File: config.mk
export PLATFORM = sky130hd
export DESIGN_NAME = mult_share_arbiter
export DESIGN_NICKNAME = d
export VERILOG_FILES = /design/src/rtl/mult_share_arbiter.sv
export SDC_FILE = /design/constraint.sdc
export NUM_CORES = 1
export LEC_CHECK = 0
export ABC_AREA = 0
export BUFFER_PORTS_ARGS = -buffer_cell sky130_fd_sc_hd__buf_2
export CAP_MARGIN = 0
export CELL_PAD_IN_SITES_DETAIL_PLACEMENT = 1
export CELL_PAD_IN_SITES_GLOBAL_PLACEMENT = 1
export CORE_ASPECT_RATIO = 0.75
export CORE_MARGIN = 5
export CORE_UTILIZATION = 23
export CTS_BUF_LIST = sky130_fd_sc_hd__clkbuf_8
export CTS_CLUSTER_DIAMETER = 50
export DETAILED_ROUTE_END_ITERATION = 10
export PLACE_DENSITY_LB_ADDON = 0.1
export SYNTH_ARGS = -nofsm -noshare
export SYNTH_HDL_FRONTEND = slang
export SYNTH_SLANG_ARGS = --single-unit
File: constraint.sdc
create_clock -name clk -period 9.9 [get_ports clk]
set_clock_uncertainty 0.15 [all_clocks]
set_input_delay 0 -clock clk [delete_from_list [all_inputs] [get_ports clk]]
set_output_delay 0 -clock clk [all_outputs]
set_load 0.03 [all_outputs]
File: src/rtl/mult_share_arbiter.sv
// Round-robin arbiter sharing one 8x8 shift-add multiplier among NREQ requesters.
// Define MULT_SHARE_ARB_FAST_EN to re-arbitrate on the response handshake (one op per 2 cycles).
module mult_share_arbiter #(
  parameter int NREQ   = 4,
  parameter int ID_W   = 2,
  parameter int DATA_W = 8
) (
  input  logic                   clk,
  input  logic                   rst,
  input  logic [NREQ-1:0]        req_valid,
  output logic [NREQ-1:0]        req_ready,
  input  logic [NREQ*DATA_W-1:0] req_a,
  input  logic [NREQ*DATA_W-1:0] req_b,
  output logic                   resp_valid,
  input  logic                   resp_ready,
  output logic [ID_W-1:0]        resp_id,
  output logic [2*DATA_W-1:0]    resp_product,
  output logic                   busy
);

  localparam logic [1:0] S_IDLE = 2'd0;
  localparam logic [1:0] S_CALC = 2'd1;
  localparam logic [1:0] S_RESP = 2'd2;

  logic [1:0]                    state_q, state_d;
  logic [ID_W-1:0]               rr_ptr_q, id_q, resp_id_q, gnt_idx;
  logic [DATA_W-1:0]             a_q, b_q;
  logic [2*DATA_W-1:0]           prod_q;
  logic                          resp_valid_q, gnt_found, arb_en, gnt;
  logic [NREQ-1:0][DATA_W-1:0]   a_arr, b_arr;

  assign a_arr = req_a;
  assign b_arr = req_b;

  function automatic logic [2*DATA_W-1:0] mul(input logic [DATA_W-1:0] x,
                                              input logic [DATA_W-1:0] y);
    logic [2*DATA_W-1:0] acc;
    acc = '0;
    for (int i = 0; i < DATA_W; i++)
      if (y[i]) acc = acc + ({{DATA_W{1'b0}}, x} << i);
    return acc;
  endfunction

  // First valid requester after the last winner, wrapping modulo NREQ.
  always_comb begin
    gnt_found = 1'b0;
    gnt_idx   = '0;
    for (int k = 1; k <= NREQ; k++) begin
      if (!gnt_found && req_valid[(int'(rr_ptr_q) + k) % NREQ]) begin
        gnt_found = 1'b1;
        gnt_idx   = ID_W'((int'(rr_ptr_q) + k) % NREQ);
      end
    end
  end

`ifdef MULT_SHARE_ARB_FAST_EN
  assign arb_en = (state_q == S_IDLE) || (state_q == S_RESP && resp_ready);
`else
  assign arb_en = (state_q == S_IDLE);
`endif
  assign gnt = arb_en && gnt_found;

  for (genvar i = 0; i < NREQ; i++) begin : g_rdy
    assign req_ready[i] = gnt && (gnt_idx == ID_W'(i));
  end

  always_comb begin
    state_d = state_q;
    case (state_q)
      S_IDLE:  if (gnt) state_d = S_CALC;
      S_CALC:  state_d = S_RESP;
      S_RESP:  if (resp_ready) state_d = gnt ? S_CALC : S_IDLE;
      default: state_d = S_IDLE;
    endcase
  end

  always_ff @(posedge clk or negedge rst) begin
    if (!rst) begin
      state_q      <= S_IDLE;
      rr_ptr_q     <= ID_W'(NREQ - 1);
      a_q          <= '0;
      b_q          <= '0;
      id_q         <= '0;
      resp_valid_q <= 1'b0;
      resp_id_q    <= '0;
      prod_q       <= '0;
    end else begin
      state_q <= state_d;
      if (gnt) begin
        a_q      <= a_arr[gnt_idx];
        b_q      <= b_arr[gnt_idx];
        id_q     <= gnt_idx;
        rr_ptr_q <= gnt_idx;
      end
      if (state_q == S_CALC) begin
        prod_q       <= mul(a_q, b_q);
        resp_id_q    <= id_q;
        resp_valid_q <= 1'b1;
      end else if (state_q == S_RESP && resp_ready) begin
        resp_valid_q <= 1'b0;
      end
    end
  end

  assign resp_valid   = resp_valid_q;
  assign resp_id      = resp_id_q;
  assign resp_product = prod_q;
  assign busy         = (state_q != S_IDLE);

endmodule

==> flow_metrics.env, run 1 <==
export IMPL_status="finished, violations left"
export IMPL_failed_checks="hold timing"
export IMPL_hpwlAfterDp_um=15800
export IMPL_critPathArrivalTime_ns=9.35
export IMPL_clkSinkCount=41
export IMPL_relSlewSlack_pct=32.7
export IMPL_use_met1_pct=22.2
export IMPL_synth_avg_cell_area_sq_um=8.00
export IMPL_worstReg2RegEnd="resp_product[14]$_DFFE_PN0P_"
export IMPL_drv_slew=0
export IMPL_gr_total_overflow=0
export IMPL_grt_usage_pct=14.9
export IMPL_die_h_um=142
export IMPL_grt_max_degree=42
export IMPL_grt_pass1_vias=5587
export IMPL_whs_endpoint="a_q[1]$_DFFE_PN0P_"
export IMPL_cts_htree_levels=2
export IMPL_max_stage_delay_ns=0.57
export IMPL_fillers=2782
export IMPL_cts_tree="built"
export IMPL_final_layout_size_suffix_gt1_share_pct=20.3
export IMPL_fmax_mhz=108
export IMPL_drt_iter0_drc=216
export IMPL_globalRouteMet2Util_pct=23.9
export IMPL_drv_cap=0
export IMPL_crit_type="reg2reg"
export IMPL_timing_critical_path_mode_cell="ha_1"
export IMPL_synth_edf_count=0
export IMPL_synth_cells=665
export IMPL_min_period_over_period_pct=93.7
export IMPL_grt_first_pass_wirelength_um=31400
export IMPL_clk_pin_slew_ns=0.09
export IMPL_synth_net_count=801
export IMPL_cts_made_buffers=5
export IMPL_drc=0
export IMPL_cp_max_fo=10
export IMPL_reg2reg_from="a_q[1]$_DFFE_PN0P_"
export IMPL_fin_hold_ws_ns=-0.0208
export IMPL_cp_slowest_cell="or4_1"
export IMPL_drtAntennaViolNets=0
export IMPL_holdPathStages=4
export IMPL_synth_ff_type="dfrtp_1"
export IMPL_antenna_found_initial=0
export IMPL_die_area_sq_mm=0.0263
export IMPL_synth_seq_cells=41
export IMPL_gp_congestion=0.779
export IMPL_vias=5315
export IMPL_drt_total_wl_um=19900
export IMPL_cts_root_buf="clkbuf_8"
export IMPL_crit_required_ns=9.97
export IMPL_hold_path_startpoint="req_a[17]"
export IMPL_grt_busiest_layer="met2"
export IMPL_ys_seq_area_share_pct=19.3
export IMPL_worst_slew_pin_slew_ns=1.01
export IMPL_finalSetupViolations=0
export IMPL_async_reset_ff_share_pct=100
export IMPL_core_sq_mm=0.0229
export IMPL_io_buffers=94
export IMPL_startpoint_type="flip-flop"
export IMPL_final_common_cell="buf_2"
export IMPL_yosysWarnings=0
export IMPL_synthesis_area_sq_mm=0.00532
export IMPL_globalRouteMet3Util_pct=2.18
export IMPL_hold_class="in2reg"
export IMPL_mostFrequentLayoutCells="94 x buf_2, 71 x nand2_1, 58 x ha_1"
export IMPL_nNetsFinal=912
export IMPL_fin_crit_ns=9.27
export IMPL_clockBufferDepth=2
export IMPL_synth_distinct_cells=71
export IMPL_ios=95
export IMPL_insertion_delay_ns=0.30
export IMPL_fp_dieW_um=186
export IMPL_area_growth_pct=22.4
export IMPL_via_per_inst=4.94
export IMPL_start_util_pct=23.2
export IMPL_r2r_cells=37
export IMPL_endpoint_kind="flip-flop"
export IMPL_drtPass1Iterations=4
export IMPL_fin_setup_tns_ns=0
export IMPL_r2r_slack_ns=0.63
export IMPL_num_rows=48
export IMPL_antenna_cells=0
export IMPL_finalHoldViolCount=2
export IMPL_wire_per_inst_um=18.4
worst max-delay path: cells and delay by family, from the launching register on:
family	cells	cell delay, ns
and+or+nand+nor	8	2.35
xor gates and xnor gates	1	0.15
buffers and inverters	3	0.35
muxes	1	0.14
AOI/OAI and AO/OA	17	3.56
adders and majority gates	7	2.08
DFF	1	0.41
kinds of logic after synthesis:
family          Yosys count  share of synthesized area, %
xor+xnor                 22                          3.62
simple gates            190                          17.1
compound gates          244                          31.5
mux                      32                          6.21
fa+ha+maj                65                          16.3
buf+inv                  71                          6.00
flops                    41                          19.3
cells in the mapped netlist, types with 4 or more instances:
cell type	number	area share, %
a211oi_1	27	3.8
a21o_1	30	4.2
a21oi_1	42	4.0
a31oi_1	8	0.94
and2_1	6	0.71
buf_2	8	0.75
clkbuf_1	12	0.85
dfrtp_1	39	18
fa_1	7	2.6
ha_1	58	14
inv_1	41	2.9
mux2_2	8	1.7
mux2i_1	24	4.5
nand2_1	71	5.0
nand2b_1	9	1.1
nand3_1	7	0.66
nand4_1	4	0.47
nor2_1	41	2.9
nor2b_1	17	2.0
nor3_1	14	1.3
nor3b_1	4	0.56
o211ai_1	15	2.1
o21a_1	19	2.7
o21ai_0	48	4.5
o21ai_1	4	0.38
o21bai_1	4	0.56
o31a_1	4	0.66
or2_2	4	0.47
or3_1	5	0.59
xnor2_1	16	2.6
xor2_1	6	0.99
worst max path at each step:
stage	endpoint	from	slack [ns]	cells after the start
after detailed placement	resp_product[13]$_DFFE_PN0P_	b_q[0]$_DFFE_PN0P_	0.34	40
after global placement	resp_product[13]$_DFFE_PN0P_	b_q[0]$_DFFE_PN0P_	0.36	41
after global routing	resp_product[14]$_DFFE_PN0P_	b_q[0]$_DFFE_PN0P_	-0.002	41
after CTS	resp_product[13]$_DFFE_PN0P_	b_q[0]$_DFFE_PN0P_	0.28	40
final	resp_product[14]$_DFFE_PN0P_	a_q[1]$_DFFE_PN0P_	0.63	37
after floorplan	resp_product[13]$_DFFE_PN0P_	a_q[2]$_DFFE_PN0P_	1.41	40
registers in the layout (all words and copies together) (netlist names):
register	flops
id_q	2
resp_id	2
state_q	2
resp_valid	1
resp_product	16
a_q	8
b_q	8
rr_ptr_q	2
routing by layer:
metal  vias to the layer above  part of all wire [%]
met3                        11                   3.6
met4                         0                  0.48
li1                       2658                     -
met5                         -                     0
met1                      2562                    51
met2                        84                    44
area by class of cell:
cell class | count | area (sq um) | share of cell area [%]
clock buffers | 5 | 68.8 | 1.06
clock inverters | 3 | 42.5 | 0.653
inverters | 44 | 165 | 2.54
multi-input cells | 553 | 4030 | 61.9
flip-flops and latches | 41 | 1030 | 15.8
well taps | 300 | 375 | 5.76
repair buffers | 131 | 801 | 12.3
metrics by stage:
step	hold WS (ns)	utilization, %	setup WS (ns)	cell area, sq um	cells
2_1_floorplan	-0.446	-	1.41	5320	665
3_3_place_gp	-0.0197	26.7	0.364	6120	1044
3_5_place_dp	-0.0220	26.7	0.345	6120	1044
4_1_cts	0.0000409	28.1	0.278	6430	1072
5_1_grt	0.000760	28.5	-0.00183	6510	1077
6_report	-0.0208	28.5	0.626	6510	1077
what timing repair did:
action / in CTS / in global routing
hold buffers: 20 / 1
endpoints found under the setup margin: 0 / 4
resized for setup: 0 / 12
buffers inserted: 0 / 4
hold endpoints to repair: 48 / 1
Power of run 1 is left out: the tool's default activity adds up to more than one toggle a clock period on the data nets, which glitch-free logic cannot reach.
==> run 2, diff against run 1 <==
--- a/config.mk
+++ b/config.mk
@@ -16,7 +16,7 @@
 export CTS_BUF_LIST = sky130_fd_sc_hd__clkbuf_8
 export CTS_CLUSTER_DIAMETER = 50
 export DETAILED_ROUTE_END_ITERATION = 10
-export PLACE_DENSITY_LB_ADDON = 0.1
+export PLACE_DENSITY = 0.6
 export SYNTH_ARGS = -nofsm -noshare
 export SYNTH_HDL_FRONTEND = slang
 export SYNTH_SLANG_ARGS = --single-unit
==> flow_metrics.env, run 2 (synthesis gave the netlist of run 1 again) <==
export IMPL_status="finished, final reports clean"
export IMPL_cp_slowest_cell="or4_1"
export IMPL_wire_per_inst_um=17.1
export IMPL_nNetsFinal=909
export IMPL_antenna_found_initial=0
export IMPL_crit_type="reg2reg"
export IMPL_final_layout_size_suffix_gt1_share_pct=19.3
export IMPL_die_h_um=142
export IMPL_clk_pin_slew_ns=0.10
export IMPL_drv_cap=0
export IMPL_min_period_over_period_pct=93.3
export IMPL_die_area_sq_mm=0.0263
export IMPL_dp_cells=1042
export IMPL_post_cts_buffers=0
export IMPL_grt_max_degree=44
export IMPL_multi_input_area_sq_mm=0.00401
export IMPL_area_growth_pct=21.4
export IMPL_hold_class="in2reg"
export IMPL_cts_tree="built"
export IMPL_fin_cells=1074
export IMPL_via_per_inst=4.93
export IMPL_drt_iter0_drc=249
export IMPL_crit_family="compound AO/OA/AOI/OAI gates"
export IMPL_fin_util_pct=28.2
export IMPL_fillers=2787
export IMPL_fin_setup_tns_ns=0
export IMPL_fp_dieW_um=186
export IMPL_endpoint_kind="flip-flop"
export IMPL_cp_max_fo=13
export IMPL_hpwlAfterDp_um=14800
export IMPL_clockBufferDepth=2
export IMPL_vias=5297
export IMPL_timing_critical_path_mode_cell="ha_1"
export IMPL_start_util_pct=23.2
export IMPL_num_rows=48
export IMPL_io_buffers=94
export IMPL_finalHoldViolCount=0
export IMPL_cts_made_buffers=5
export IMPL_cp_buffers_inverters=3
export IMPL_antenna_cells=0
export IMPL_ios=95
export IMPL_grt_pass1_vias=5495
export IMPL_critPathArrivalTime_ns=9.30
export IMPL_rsz0062_at_grt="no"
export IMPL_final_common_cell="buf_2"
export IMPL_drv_slew=0
export IMPL_drt_total_wl_um=18400
export IMPL_largest_register_ffs=16
export IMPL_max_stage_delay_ns=0.52
export IMPL_drtAntennaViolNets=0
export IMPL_relSlewSlack_pct=32.5
export IMPL_mostFrequentLayoutCells="94 x buf_2, 71 x nand2_1, 57 x ha_1"
export IMPL_drtPass1Iterations=4
export IMPL_drc=0
export IMPL_gp_congestion=0.808
export IMPL_worst_slew_pin_slew_ns=1.01
export IMPL_seq_area_sq_mm=0.00103
export IMPL_grt_usage_pct=14.0
export IMPL_crit_required_ns=9.97
export IMPL_clkSinkCount=41
export IMPL_gr_total_overflow=0
export IMPL_fmax_mhz=108
export IMPL_insertion_delay_ns=0.31
export IMPL_startpoint_type="flip-flop"
export IMPL_finalSetupViolations=0
export IMPL_cts_root_buf="clkbuf_8"
export IMPL_core_sq_mm=0.0229
export IMPL_grt_first_pass_wirelength_um=29900
export IMPL_fin_crit_ns=9.23
export IMPL_cts_htree_levels=2
[run 2: cell types whose count changed in the layout (fill, tap and decap cells not counted), moves of 2 or more]
cell           previous run  this run
a21oi_1                  38        40
a21oi_2                   5         3
buf_4                    16        10
clkinvlp_4                0         2
dlygate4sd3_1            21        24
o21ai_0                  45        47
o21ai_1                   7         5
[run 2: final timing paths]
path | from | end | slack (ns) | cells after the start
min in group asynchronous | rst | resp_product[1]$_DFFE_PN0P_ | 0.23 | 2
max | b_q[0]$_DFFE_PN0P_ | resp_product[13]$_DFFE_PN0P_ | 0.67 | 41
min reg2reg | resp_product[0]$_DFFE_PN0P_ | resp_product[0]$_DFFE_PN0P_ | 0.33 | 2
max reg2reg | b_q[0]$_DFFE_PN0P_ | resp_product[13]$_DFFE_PN0P_ | 0.67 | 41
min | req_b[11] | b_q[3]$_DFFE_PN0P_ | 0.02 | 5
max in group asynchronous | rst | b_q[0]$_DFFE_PN0P_ | 8.71 | 2
[run 2: timing repair]
item / in CTS / in global routing
endpoints found under the hold margin: 49 / 0
gates resized for setup: 0 / 7
endpoints found under the setup margin: 0 / 4
hold buffers: 24 / 0
[run 2: per-stage QoR]
stage,hold WS (ns),worst slack [ns],instance area [sq um]
2_1_floorplan,-0.446,1.41,5320
3_3_place_gp,0.0568,0.588,6100
3_5_place_dp,0.0718,0.548,6100
4_1_cts,0.00257,0.490,6430
5_1_grt,0.0548,0.0107,6450
6_report,0.0186,0.668,6450
[run 2: final cells by class]
type	count	area share, %
Multi-Input combinational cell	553	62.1
Sequential cell	41	16.0
Timing Repair Buffer	128	12.2
Tap cell	300	5.82
Inverter	44	2.56
Clock buffer	5	1.07
Clock inverter	3	0.291
[run 2: routing by layer]
metal  share of wire [%]  up-vias  GRT usage, %  wire length [um]
met5                   0        -             0                 0
met4                0.88        0          2.15               162
met3                 4.3       10          2.56               784
met2                  43      109          21.4              7880
met1                  52     2524          21.0              9540
li1                    -     2654             -                 -
[run 2: worst reg2reg max path: cells and delay by family (launching register included)]
kind / cells / cell delay [ns]
and+or+nand+nor: 9 / 2.01
buffers and inverters: 3 / 0.21
xor gates and xnor gates: 1 / 0.13
AOI/OAI and AO/OA: 20 / 3.85
DFF: 1 / 0.49
muxes: 1 / 0.15
adders and majority gates: 7 / 2.12
Power of run 2 is left out for the same reason.
==> run 3, diff against run 2 <==
==> constraint.sdc (replaced) <==
create_clock -name clk -period 9.9 [get_ports clk]
set_clock_uncertainty 0.15 [all_clocks]
set_input_delay 0.99 -clock clk [delete_from_list [all_inputs] [get_ports clk]]
set_output_delay 0.99 -clock clk [all_outputs]
set_load 0.03 [all_outputs]
==> flow_metrics.env, run 3 (synthesis gave the netlist of run 1 again) <==
export IMPL_status="finished, final reports clean"
export IMPL_clkSinkCount=41
export IMPL_ios=95
export IMPL_die_h_um=142
export IMPL_wire_per_inst_um=17.3
export IMPL_grt_first_pass_wirelength_um=29700
export IMPL_min_period_over_period_pct=94.8
export IMPL_core_sq_mm=0.0229
export IMPL_drt_iter0_drc=250
export IMPL_cts_htree_levels=2
export IMPL_fmax_mhz=107
export IMPL_clockBufferDepth=2
export IMPL_antenna_found_initial=0
export IMPL_drtPass1Iterations=4
export IMPL_fin_setup_tns_ns=0
export IMPL_num_rows=48
export IMPL_critPathArrivalTime_ns=9.44
export IMPL_cts_tree="built"
export IMPL_insertion_delay_ns=0.30
export IMPL_cp_endpoint="resp_product[13]$_DFFE_PN0P_"
export IMPL_worstReg2RegEnd="resp_product[13]$_DFFE_PN0P_"
export IMPL_cts_hold_buf=0
export IMPL_fp_dieW_um=186
export IMPL_cp_max_fo=7
export IMPL_fin_crit_ns=9.38
export IMPL_startpoint_type="flip-flop"
export IMPL_die_area_sq_mm=0.0263
export IMPL_largest_register_ffs=16
export IMPL_vias=5221
export IMPL_clk_pin_slew_ns=0.09
export IMPL_crit_start="b_q[0]$_DFFE_PN0P_"
export IMPL_antenna_cells=0
export IMPL_gp_congestion=0.820
export IMPL_seq_area_sq_mm=0.00103
export IMPL_drtAntennaViolNets=0
export IMPL_io_buffers=94
export IMPL_drt_total_wl_um=18100
export IMPL_grt_usage_pct=14.0
export IMPL_nNetsFinal=885
export IMPL_relSlewSlack_pct=33.7
export IMPL_drv_cap=0
export IMPL_finalHoldViolCount=0
export IMPL_r2r_cells=40
export IMPL_via_per_inst=4.97
export IMPL_rsz0062_at_grt="no"
export IMPL_r2r_slack_ns=0.52
export IMPL_mostFrequentLayoutCells="94 x buf_2, 71 x nand2_1, 58 x ha_1"
export IMPL_drv_slew=0
export IMPL_multi_input_area_sq_mm=0.00401
export IMPL_endpoint_kind="flip-flop"
export IMPL_cts_root_buf="clkbuf_8"
export IMPL_reg2reg_from="b_q[0]$_DFFE_PN0P_"
export IMPL_drc=0
export IMPL_area_growth_pct=16.8
export IMPL_hold_class="reg2reg"
export IMPL_hpwlAfterDp_um=14800
export IMPL_crit_required_ns=9.96
export IMPL_grt_pass1_vias=5474
export IMPL_crit_type="reg2reg"
export IMPL_cts_made_buffers=5
export IMPL_timing_critical_path_mode_cell="ha_1"
export IMPL_grt_max_degree=42
export IMPL_final_layout_size_suffix_gt1_share_pct=19.6
export IMPL_final_common_cell="buf_2"
export IMPL_max_stage_delay_ns=0.52
export IMPL_start_util_pct=23.2
export IMPL_gr_total_overflow=0
export IMPL_fillers=2812
export IMPL_worst_slew_pin_slew_ns=0.995
export IMPL_finalSetupViolations=0
export IMPL_cp_slowest_cell="a221oi_1"
[run 3: worst min path at each step]
stage,end,from,depth (start not counted),slack (ns)
2_1_floorplan,resp_id[1]$_DFFE_PN0P_,id_q[1]$_DFFE_PN0P_,2,0.29
3_3_place_gp,resp_id[1]$_DFFE_PN0P_,resp_id[1]$_DFFE_PN0P_,2,0.31
3_5_place_dp,resp_id[0]$_DFFE_PN0P_,resp_id[0]$_DFFE_PN0P_,2,0.32
4_1_cts,resp_id[0]$_DFFE_PN0P_,resp_id[0]$_DFFE_PN0P_,2,0.34
5_1_grt,resp_id[0]$_DFFE_PN0P_,resp_id[0]$_DFFE_PN0P_,2,0.36
6_report,resp_id[0]$_DFFE_PN0P_,resp_id[0]$_DFFE_PN0P_,2,0.33
[run 3: area by class of cell]
type / count / area share, %
Inverter: 44 / 2.66
Clock buffer: 5 / 1.11
Multi-Input combinational cell: 553 / 64.5
Clock inverter: 3 / 0.302
Timing Repair Buffer: 104 / 8.79
Tap cell: 300 / 6.05
Sequential cell: 41 / 16.6
[run 3: what timing repair did]
action,4_1_cts,5_1_grt
endpoints found under the setup margin,0,3
buffers inserted,0,0
resized for setup,0,4
[run 3: layer usage]
layer	up-vias	GRT usage (%)	part of all wire (%)
li1	2603	-	-
met3	7	2.56	3.8
met5	-	0	0
met1	2516	20.8	53
met4	0	1.42	0.39
met2	95	21.8	43
[run 3: through the flow]
stage                     cell area [sq um]  instances  hold slack, ns  util, %  setup WS (ns)
after floorplan                        5320        665           0.289        -           1.41
after global placement                 6100       1042           0.308     26.7          0.632
after detailed placement               6100       1042           0.319     26.7          0.655
after CTS                              6190       1050           0.341     27.1          0.613
after global routing                   6210       1050           0.358     27.1         0.0402
final                                  6210       1050           0.335     27.1          0.519
[run 3: critical path: cells and delay by family (launching register included)]
kind	cells	cell delay, ns
buffers and inverters	3	0.36
muxes	1	0.18
AOI/OAI and AO/OA	19	3.90
DFF	1	0.45
and+or+nand+nor	9	1.84
xor gates and xnor gates	1	0.13
adders and majority gates	7	2.27
Power of run 3 is left out for the same reason.
